File: config.mk
export PLATFORM = sky130hd
export DESIGN_NAME = simple_dual_port_ram
export DESIGN_NICKNAME = d
export VERILOG_FILES = /design/src/rtl/simple_dual_port_ram.sv
export SDC_FILE = /design/constraint.sdc
export NUM_CORES = 1
export LEC_CHECK = 0
export CORE_AREA = 2 2 234 236
export CTS_BUF_LIST = sky130_fd_sc_hd__clkbuf_16
export CTS_CLUSTER_SIZE = 16
export DETAILED_ROUTE_END_ITERATION = 10
export DIE_AREA = 0 0 236 238
export MAX_ROUTING_LAYER = met4
export SYNTH_ARGS = -nofsm -noshare
export SYNTH_HDL_FRONTEND = slang
export SYNTH_SLANG_ARGS = --single-unit
File: constraint.sdc
create_clock -name clk -period 1.8 [get_ports clk]
set_clock_uncertainty 0.15 [all_clocks]
set_input_delay 0.36 -clock clk [delete_from_list [all_inputs] [get_ports clk]]
set_output_delay 0.36 -clock clk [all_outputs]
set_load 0.01 [all_outputs]
File: src/rtl/simple_dual_port_ram.sv
// simple_dual_port_ram: 1W/1R single-clock RAM, byte enables, 1-2 cycle reads.
// Define SIMPLE_DUAL_PORT_RAM_INIT_CLEAR_EN to zero the array after reset.
module simple_dual_port_ram #(
  parameter int    WIDTH        = 32,
  parameter int    BYTE_WIDTH   = 8,
  parameter int    DEPTH        = 16,
  parameter int    READ_LATENCY = 1,
  parameter string MODE         = "READ_FIRST",
  localparam int   NB           = WIDTH / BYTE_WIDTH,
  localparam int   AW           = $clog2(DEPTH)
) (
  input  logic             clk,
  input  logic             rst,
  input  logic             wr_en,
  input  logic [AW-1:0]    wr_addr,
  input  logic [NB-1:0]    wr_be,
  input  logic [WIDTH-1:0] wr_data,
  input  logic             rd_en,
  input  logic [AW-1:0]    rd_addr,
  output logic [WIDTH-1:0] rd_data,
  output logic             rd_valid,
  output logic             busy
);

  if (BYTE_WIDTH < 1 || WIDTH < BYTE_WIDTH || WIDTH % BYTE_WIDTH != 0) begin : g_bad_width
    $error("simple_dual_port_ram: WIDTH must be a multiple of BYTE_WIDTH");
  end
  if (DEPTH < 2) begin : g_bad_depth
    $error("simple_dual_port_ram: DEPTH must be >= 2");
  end
  if (READ_LATENCY != 1 && READ_LATENCY != 2) begin : g_bad_lat
    $error("simple_dual_port_ram: READ_LATENCY must be 1 or 2");
  end
  if (MODE != "READ_FIRST" && MODE != "WRITE_FIRST") begin : g_bad_mode
    $error("simple_dual_port_ram: MODE must be READ_FIRST or WRITE_FIRST");
  end

  localparam logic [AW:0] DEPTH_W  = (AW+1)'(DEPTH);
  localparam bit          WR_FIRST = (MODE == "WRITE_FIRST");

  logic [WIDTH-1:0] mem [DEPTH];
  logic             wr_hit;
  logic             rd_hit;
  logic             wr_acc;
  logic             rd_acc;
  logic [WIDTH-1:0] rd_old;
  logic [WIDTH-1:0] rd_word;

  assign wr_hit = {1'b0, wr_addr} < DEPTH_W;
  assign rd_hit = {1'b0, rd_addr} < DEPTH_W;
  assign wr_acc = wr_en && !busy && wr_hit;
  assign rd_acc = rd_en && !busy;
  assign rd_old = rd_hit ? mem[rd_addr] : '0;

  // Write-first forwards the enabled lanes of a same-address write.
  always_comb begin
    rd_word = rd_old;
    if (WR_FIRST && wr_acc && wr_addr == rd_addr) begin
      for (int i = 0; i < NB; i++) begin
        if (wr_be[i]) begin
          rd_word[i*BYTE_WIDTH +: BYTE_WIDTH] = wr_data[i*BYTE_WIDTH +: BYTE_WIDTH];
        end
      end
    end
  end

`ifdef SIMPLE_DUAL_PORT_RAM_INIT_CLEAR_EN
  localparam logic [0:0]    S_IDLE  = 1'b0;
  localparam logic [0:0]    S_CLEAR = 1'b1;
  localparam logic [AW-1:0] LAST    = AW'(DEPTH - 1);

  logic [0:0]    state;
  logic [AW-1:0] clr_addr;
  logic          clr_we;

  always_ff @(posedge clk) begin
    if (rst) begin
      state    <= S_CLEAR;
      clr_addr <= '0;
    end else if (state == S_CLEAR) begin
      if (clr_addr == LAST) begin
        state <= S_IDLE;
      end
      clr_addr <= clr_addr + 1'b1;
    end
  end

  assign busy   = (state == S_CLEAR);
  assign clr_we = (state == S_CLEAR) && !rst;
`else
  assign busy = 1'b0;
`endif

  always_ff @(posedge clk) begin
`ifdef SIMPLE_DUAL_PORT_RAM_INIT_CLEAR_EN
    if (clr_we) begin
      mem[clr_addr] <= '0;
    end
`endif
    if (wr_acc) begin
      for (int i = 0; i < NB; i++) begin
        if (wr_be[i]) begin
          mem[wr_addr][i*BYTE_WIDTH +: BYTE_WIDTH] <= wr_data[i*BYTE_WIDTH +: BYTE_WIDTH];
        end
      end
    end
  end

  logic             s1_valid;
  logic [WIDTH-1:0] s1_data;

  always_ff @(posedge clk) begin
    if (rst) begin
      s1_valid <= 1'b0;
      s1_data  <= '0;
    end else begin
      s1_valid <= rd_acc;
      if (rd_acc) begin
        s1_data <= rd_word;
      end
    end
  end

  if (READ_LATENCY == 2) begin : g_lat2
    logic             s2_valid;
    logic [WIDTH-1:0] s2_data;

    always_ff @(posedge clk) begin
      if (rst) begin
        s2_valid <= 1'b0;
        s2_data  <= '0;
      end else begin
        s2_valid <= s1_valid;
        if (s1_valid) begin
          s2_data <= s1_data;
        end
      end
    end

    assign rd_valid = s2_valid;
    assign rd_data  = s2_data;
  end else begin : g_lat1
    assign rd_valid = s1_valid;
    assign rd_data  = s1_data;
  end

endmodule

## Yosys cells after proc, flatten, opt, wreduce, memory -nomap -nowiden

Memories as Yosys holds them, arrays and structs flattened. A register that Yosys moved wholly into a read port is not among the register bits.
Index checks and enable logic that the tools add are counted.
Widths: inputs -> output; s select.

- RAM bits: 512
- Bits in registers: 1
- Word-level logic and storage cells: 14
- Memories kept: 1

Memory list:

| name | words | width | rd ports | clocked after memory_dff | wr ports | line | source |
|---|---|---|---|---|---|---|---|
| mem | 16 | 32 | 1 | 1 | 1 | 41 | `logic [WIDTH-1:0] mem [DEPTH];` |

- Multiplexer cells: 12

Operator list:

| operator | count |
|---|---|
| $mux 1 | 12 |

## Logic depth before layout (Yosys ltp)

Gate-level depths: netlist (run 1).

- Word-level depth: 3
- Mapped depth: 7

## Worst setup path after synthesis (run 1)

OpenSTA, ideal clock, no wires.

- Path type: input -> register
- Start point: input wr_addr[0]
- End point: memory mem[13][0], enable pin
- Cell stages on the path: 3
- Setup slack: 0.153 ns
- Setup time: 0.370 ns
- Data arrival time: 1.126 ns
- Buffers on the path: 0
- Cells stage by stage: nor2b_1 nand3_1 nor2_1

RTL lines:

| what | line | source |
|---|---|---|
| start: declaration | 15 | `input logic [AW-1:0] wr_addr,` |
| end: declaration | 41 |  |

Straight into the memory's write port.

## Worst setup path after layout (run 1)

- Start point: register s1_data[4] (netlist: rd_data[4]), read port of mem
- End point: output rd_data[4]

RTL lines:

| what | line | source |
|---|---|---|
| start: declaration | 110 | `logic [WIDTH-1:0] s1_data;` |
| end: declaration | 20 | `output logic [WIDTH-1:0] rd_data,` |

No word-level cell between the ends.

==> insert_results.sql, run 1 <==
INSERT INTO impl_metrics (metric_group, metric, value, unit) VALUES
('synthesis', 'synthesis.yosys.warnings', '0', ''),
('synthesis', 'ys_top_cells_by_area', 'edfxtp_1 (73%), mux2i_1 (12%), dfxtp_1 (3.1%)', ''),
('worst_setup_path', 'critical_path.max_fanout', '2', ''),
('worst_setup_path', 'critical_path_cell_count', '1', ''),
('pwr', 'power.leakage', '0.00946', 'uW'),
('global_route', 'grt_remaining_overflow', '0', ''),
('global_route', 'grt_start_max_net_pins', '35', ''),
('global_route', 'antenna_found_initial', '2', ''),
('synthesis', 'post_synthesis_xor_xnor_area_fraction', '0', ''),
('min_path', 'hold_path_class', 'in2reg', ''),
('worst_setup_path', 'worst_setup_path_startpoint', 'rd_data[4]', ''),
('synthesis', 'syn-cell-area', '0.0212', 'mm^2'),
('synthesis', 'netlist.area_leader.share', '0.726', ''),
('sta', 'fmaxAchievable', '566', 'MHz'),
('clock_tree', 'ctsRootBufferMaster', 'clkbuf_16', ''),
('floorplan', 'die_x', '236', 'um'),
('finish', 'layout.nets', '1588', ''),
('finish', 'synthToLayoutAreaGrowth', '22.5', '%'),
('finish', 'utilization', '0.485', ''),
('sta', 'finalSetupViolCount', '0', ''),
('floorplan', 'core_area', '0.0535', 'mm^2'),
('synthesis', 'cell_type_with_the_highest_aggregate_area_in_the_netlist', 'edfxtp_1', ''),
('worst_setup_path', 'crit_type', 'reg2out', ''),
('finish', 'layout_commonest_cell', 'edfxtp_1', ''),
('sta', 'grt_setup_unrepaired', 'no', ''),
('placement', 'number_of_port_buffers', '80', ''),
('floorplan', 'num_io_pins', '82', ''),
('global_route', 'vias_in_the_first_global_route', '11738', ''),
('floorplan', 'placementRows', '85', ''),
('worst_setup_path', 'critical_path_arrival', '1.26', 'ns'),
('worst_setup_path', 'worst-path-buf-inv', '1', ''),
('clock_tree', 'clk-insertion-delay-late', '0.60', 'ns'),
('placement', 'place_congestion', '0.833', ''),
('floorplan', 'fp.dieH', '238', 'um'),
('clock_tree', 'cts_buffer_depth', '3', ''),
('synthesis', 'yosys.area_share.simple', '0.0589', ''),
('job', 'maxCapViolations', '0', ''),
('route', 'firstDrtPassIters', '5', ''),
('min_path', 'hold_path_depth', '6', ''),
('sta', 'maxSlewViolCount', '0', ''),
('worst_setup_path', 'critical_path.startpoint_type', 'register', ''),
('route', 'drt_drc_violations_left', '0', ''),
('worst_setup_path', 'critical_path.max_stage_delay', '0.40', 'ns'),
('placement', 'place_area', '0.0243', 'mm^2'),
('worst_setup_path', 'crit_required', '1.29', 'ns'),
('clock_tree', 'cts_num_sinks', '545', ''),
('synthesis', 'synth.yosys.seq_area_share', '0.757', ''),
('route', 'totalWireLength', '48500', 'um'),
('sta', 'finalCritPeriodShare', '0.982', ''),
('pwr', 'vdd_ir_drop_max', '0.694', 'mV'),
('global_route', 'grt_use_total', '0.178', ''),
('min_path', 'hold_start', 'rd_addr[2]', ''),
('clock_tree', 'clkSlewWorstSetupHoldPaths', '0.06', 'ns'),
('synthesis', 'synth_cell_types', '20', ''),
('worst_setup_path', 'critical_path.endpoint_type', 'output pin', ''),
('finish', 'final_std_cell_area_no_fill', '0.0260', 'mm^2'),
('sta', 'hold_viol_final', '0', ''),
('worst_setup_path', 'crit_path_top_delay_cell', 'dfxtp_2', ''),
('finish', 'drive_above_1_share', '0.187', ''),
('global_route', 'grt_first_pass_wirelength', '72300', 'um'),
('worst_setup_path', 'crit_chain', 'clkdlybuf4s15_1', ''),
('finish', 'most-common-layout-cells', 'edfxtp_1 (512), mux2i_1 (256), buf_4 (143)', ''),
('worst_setup_path', 'r2r_cells', '4', ''),
('clock_tree', 'total_cts_buffers', '54', ''),
('clock_tree', 'tritoncts', 'yes', ''),
('route', 'wl_per_cell', '21.3', 'um'),
('route', 'routed_via_density', '5.15', ''),
('sta', 'timing.final.crit_period', '1.77', 'ns'),
('synthesis', 'synth.ff_latch_count', '545', ''),
('synthesis', 'postSynthNetCount', '1339', ''),
('run_status', 'outcome', 'finished, final reports clean', '');
[state kept, by name, indices dropped and copies added (netlist names)]
register and count:
mem 512, rd_data 32, rd_valid 1
[worst paths after layout]
path	endpoint	slack (ns)
hold / removal	rd_data[6]	0.30
hold reg to reg	rd_data[31]	0.30
setup / recovery	rd_data[4]	0.03
setup reg to reg	rd_data[24]	0.58
[layer usage]
layer / global-route usage / wire length, um
met5: - / 0
met4: 0.0496 / 973
met3: 0.0308 / 2700
met2: 0.284 / 23400
met1: 0.235 / 21400
[area by class of cell]
cell class / count / area, um^2 / share of cell area
repair buffers: 264 / 2670 / 0.103
well taps: 696 / 871 / 0.0336
clock buffers: 55 / 1380 / 0.0530
clock inverters: 42 / 263 / 0.0101
multi-input cells: 675 / 4720 / 0.182
flip-flops and latches: 545 / 16000 / 0.618
diodes: 2 / 5.00 / 0.000193
[synth_stat cells]
library cell and instances:
nand3b_1 1, a21oi_1 44, dfxtp_1 33, a21oi_2 20
clkbuf_1 24, nor2_1 68, buf_1 2, nand4_1 1
buf_4 19, conb_1 1, buf_6 14, a22oi_1 64
edfxtp_1 512, nor2b_1 7, nand2_1 109, and2_1 1
nand3_1 102, buf_2 12, mux2i_1 256, or3b_1 1
[through the flow]
step                      setup slack (ns)  std cells  power, uW
after floorplan                      0.153       1291      15200
after global placement              -0.512       2180      16100
after detailed placement            -0.509       2180      16200
after CTS                          0.00134       2277      26500
after global routing               0.00146       2279      27200
final                               0.0318       2279      26300
[worst register-to-register path: stages, from the launching register on]
cell      delay (ns)
edfxtp_1        0.36
mux2i_1         0.17
a22oi_1         0.11
nand3_1         0.19
nand3_1         0.11
[report_power, final]
part	internal (uW)	total, uW	switching [uW]
Sequential	14100	14200	89.4
Clock	5920	10500	4560
Combinational	746	1690	944
[cell families (layout without fill, tap and decap cells)]
| family | count (synthesis) | after routing |
|---|---|---|
| and+or+nand+nor | 290 | 290 |
| other | 1 | 3 |
| muxes | 256 | 256 |
| AOI/OAI and AO/OA | 128 | 128 |
| buffers and inverters | 71 | 361 |
| DFF | 545 | 545 |
[what timing repair did]
action                     4_1_cts  5_1_grt
setup endpoints to repair       33       28
resized for setup               50        5
buffers inserted                 0        0
(Power assumes the default switching activity.)
==> run 2, diff against run 1 <==
--- a/config.mk
+++ b/config.mk
@@ -11,6 +11,7 @@
 export DETAILED_ROUTE_END_ITERATION = 10
 export DIE_AREA = 0 0 236 238
 export MAX_ROUTING_LAYER = met4
+export PLACE_DENSITY = 0.64
 export SYNTH_ARGS = -nofsm -noshare
 export SYNTH_HDL_FRONTEND = slang
 export SYNTH_SLANG_ARGS = --single-unit
==> constraint.sdc (replaced) <==
create_clock -name clk -period 1.8 [get_ports clk]
set_clock_uncertainty 0.15 [all_clocks]
set_input_delay 0.36 -clock clk [delete_from_list [all_inputs] [get_ports clk]]
set_output_delay 0.36 -clock clk [all_outputs]
set_load 0.1 [all_outputs]
==> run 2 against run 1 <==
Compared with the run above:
- combinational power grew 33%
- worst hold slack worse by 0.021 ns
- die area unchanged
- final cell count decreased by 1.1%
- core utilization rose by 0.40 points
- maximum frequency grew 0.18%
==> insert_results.sql, run 2 (synthesized netlist as in run 1, its figures left out) <==
INSERT INTO impl_metrics (metric_group, metric, value, unit) VALUES
('run_status', 'outcome', 'finished, final reports clean', ''),
('worst_setup_path', 'critical_path.endpoint_type', 'output pin', ''),
('sta', 'hold_viol_final', '0', ''),
('sta', 'finalCritPeriodShare', '0.981', ''),
('finish', 'register_with_the_highest_flop_count', 'mem', ''),
('global_route', 'antenna_found_initial', '1', ''),
('floorplan', 'core_area', '0.0535', 'mm^2'),
('floorplan', 'die_x', '236', 'um'),
('clock_tree', 'total_cts_buffers', '53', ''),
('finish', 'fin_cells', '2253', ''),
('global_route', 'grt_use_total', '0.166', ''),
('floorplan', 'fp.dieH', '238', 'um'),
('finish', 'layout_commonest_cell', 'edfxtp_1', ''),
('placement', 'post_detail_place_hpwl', '30200', 'um'),
('clock_tree', 'clk-insertion-delay-late', '0.59', 'ns'),
('sta', 'finalSetupViolCount', '0', ''),
('placement', 'number_of_port_buffers', '80', ''),
('finish', 'layout.nets', '1559', ''),
('route', 'wl_per_cell', '20.2', 'um'),
('sta', 'maxSlewHeadroom', '0.596', ''),
('route', 'routed_via_density', '5.13', ''),
('clock_tree', 'cts_num_sinks', '545', ''),
('route', 'drt_drc_violations_left', '0', ''),
('worst_setup_path', 'crit_type', 'reg2out', ''),
('sta', 'worst_slew_pin_slew', '0.603', 'ns'),
('sta', 'grt_setup_unrepaired', 'no', ''),
('global_route', 'grt_start_max_net_pins', '33', ''),
('placement', 'place_congestion', '0.816', ''),
('floorplan', 'placementRows', '85', ''),
('pwr', 'power.leakage', '0.00946', 'uW'),
('route', 'detail_route.iter0.violations', '837', ''),
('min_path', 'hold_start', 'rd_addr[2]', ''),
('floorplan', 'design.die.area', '0.0562', 'mm^2'),
('floorplan', 'initial_core_util', '0.396', ''),
('worst_setup_path', 'critical_path.startpoint_type', 'register', ''),
('worst_setup_path', 'critical_path.max_stage_delay', '0.45', 'ns'),
('route', 'postRouteAntennaNets', '0', ''),
('global_route', 'grt_first_pass_wirelength', '69000', 'um'),
('finish', 'largest_register_ff_count', '512', ''),
('placement', 'numPlacedInstances', '2152', ''),
('clock_tree', 'cts_buffer_depth', '3', ''),
('pwr', 'power.density_cell_area', '1050', 'mW/mm^2'),
('clock_tree', 'h-tree-depth', '2', ''),
('min_path', 'hold_path_class', 'in2reg', ''),
('worst_setup_path', 'crit_path_top_delay_cell', 'dfxtp_1', ''),
('finish', 'most-common-layout-cells', 'edfxtp_1 (512), mux2i_1 (256), buf_4 (121)', ''),
('sta', 'fmaxAchievable', '567', 'MHz'),
('clock_tree', 'cts_hold_buf', '0', ''),
('worst_setup_path', 'critical_path.max_fanout', '2', ''),
('route', 'firstDrtPassIters', '5', ''),
('worst_setup_path', 'critical_path_arrival', '1.25', 'ns'),
('sta', 'final.setup.tns', '0', 'ns'),
('worst_setup_path', 'top_cell_family_by_delay_on_the_critical_path', 'flip-flops', ''),
('finish', 'drive_above_1_share', '0.189', ''),
('clock_tree', 'clkSlewWorstSetupHoldPaths', '0.06', 'ns'),
('clock_tree', 'tritoncts', 'yes', ''),
('pwr', 'vdd_ir_drop_max', '0.757', 'mV'),
('clock_tree', 'ctsRootBufferMaster', 'clkbuf_16', ''),
('finish', 'fillCellCount', '4415', ''),
('worst_setup_path', 'worst-path-buf-inv', '1', ''),
('global_route', 'vias_in_the_first_global_route', '12152', ''),
('floorplan', 'num_io_pins', '82', ''),
('route', 'total_number_of_vias', '11547', ''),
('worst_setup_path', 'crit_required', '1.29', 'ns'),
('worst_setup_path', 'crit_chain', 'buf_12', ''),
('worst_setup_path', 'worst_setup_path_startpoint', 'rd_data[10]', ''),
('clock_tree', 'post_cts_buffers', '0', ''),
('sta', 'timing.final.crit_period', '1.76', 'ns'),
('sta', 'maxSlewViolCount', '0', ''),
('job', 'maxCapViolations', '0', ''),
('worst_setup_path', 'crit-reg2reg-launch', 'mem[6][14]', ''),
('finish', 'synthToLayoutAreaGrowth', '23.5', '%'),
('pwr', 'totalPowerFinal', '27600', 'uW'),
('global_route', 'grt_remaining_overflow', '0', ''),
('route', 'totalWireLength', '45500', 'um');
run 2: cell count changes in the layout (fill, tap and decap cells not counted), sizes merged:
cell / previous run / this run
dlygate4sd2: 23 / 0
clkbuf: 56 / 55
inv: 11 / 21
clkdlybuf4s15: 9 / 0
buf: 185 / 190
clkinvlp: 2 / 4
clkinv: 26 / 12
diode: 2 / 1
bufinv: 3 / 8
run 2: repair_timing:
| action | in CTS | in global routing |
|---|---|---|
| endpoints found under the setup margin | 2 | 35 |
| gates resized for setup | 2 | 3 |
| hold endpoints to repair | 0 | 0 |
run 2: cell type report:
type / count / area (um^2) / area share
clock inverter: 45 / 405 / 0.0155
timing repair buffer: 236 / 2750 / 0.105
clock buffer: 55 / 1380 / 0.0526
tap: 696 / 871 / 0.0333
antenna: 1 / 2.50 / 0.0000956
multi-input combinational: 675 / 4730 / 0.181
sequential: 545 / 16000 / 0.613
run 2: report_power, final:
| part | total [uW] | leakage [uW] | internal [uW] | switching, uW |
|---|---|---|---|---|
| Clock | 11100 | 0.000933 | 6650 | 4500 |
| Combinational | 2240 | 0.00365 | 879 | 1370 |
| Sequential | 14200 | 0.00489 | 14100 | 122 |
run 2: through the flow:
| step | hold WS [ns] | setup slack (ns) | util | area, um^2 |
|---|---|---|---|---|
| floorplan | 0.282 | 0.153 | - | 21200 |
| global placement | 0.349 | -0.524 | 0.456 | 24400 |
| detailed placement | 0.346 | -0.600 | 0.456 | 24400 |
| CTS | 0.267 | 0.0108 | 0.489 | 26200 |
| global route | 0.311 | 0.00101 | 0.489 | 26200 |
| finish | 0.279 | 0.0350 | 0.489 | 26200 |
run 2: path summary, 6_finish.rpt:
kind	endpoint	cells after the start	slack (ns)
min	rd_data[8]	6	0.28
min reg2reg	rd_data[1]	2	0.36
max	rd_data[10]	1	0.04
max reg2reg	rd_data[14]	4	0.55
run 2: layer usage:
layer | part of all wire | track usage | vias up
met3 | 0.048 | 0.0298 | 82
met4 | 0.021 | 0.0492 | 0
met5 | 0 | - | -
met1 | 0.42 | 0.201 | 5816
li1 | - | - | 5398
met2 | 0.51 | 0.286 | 251
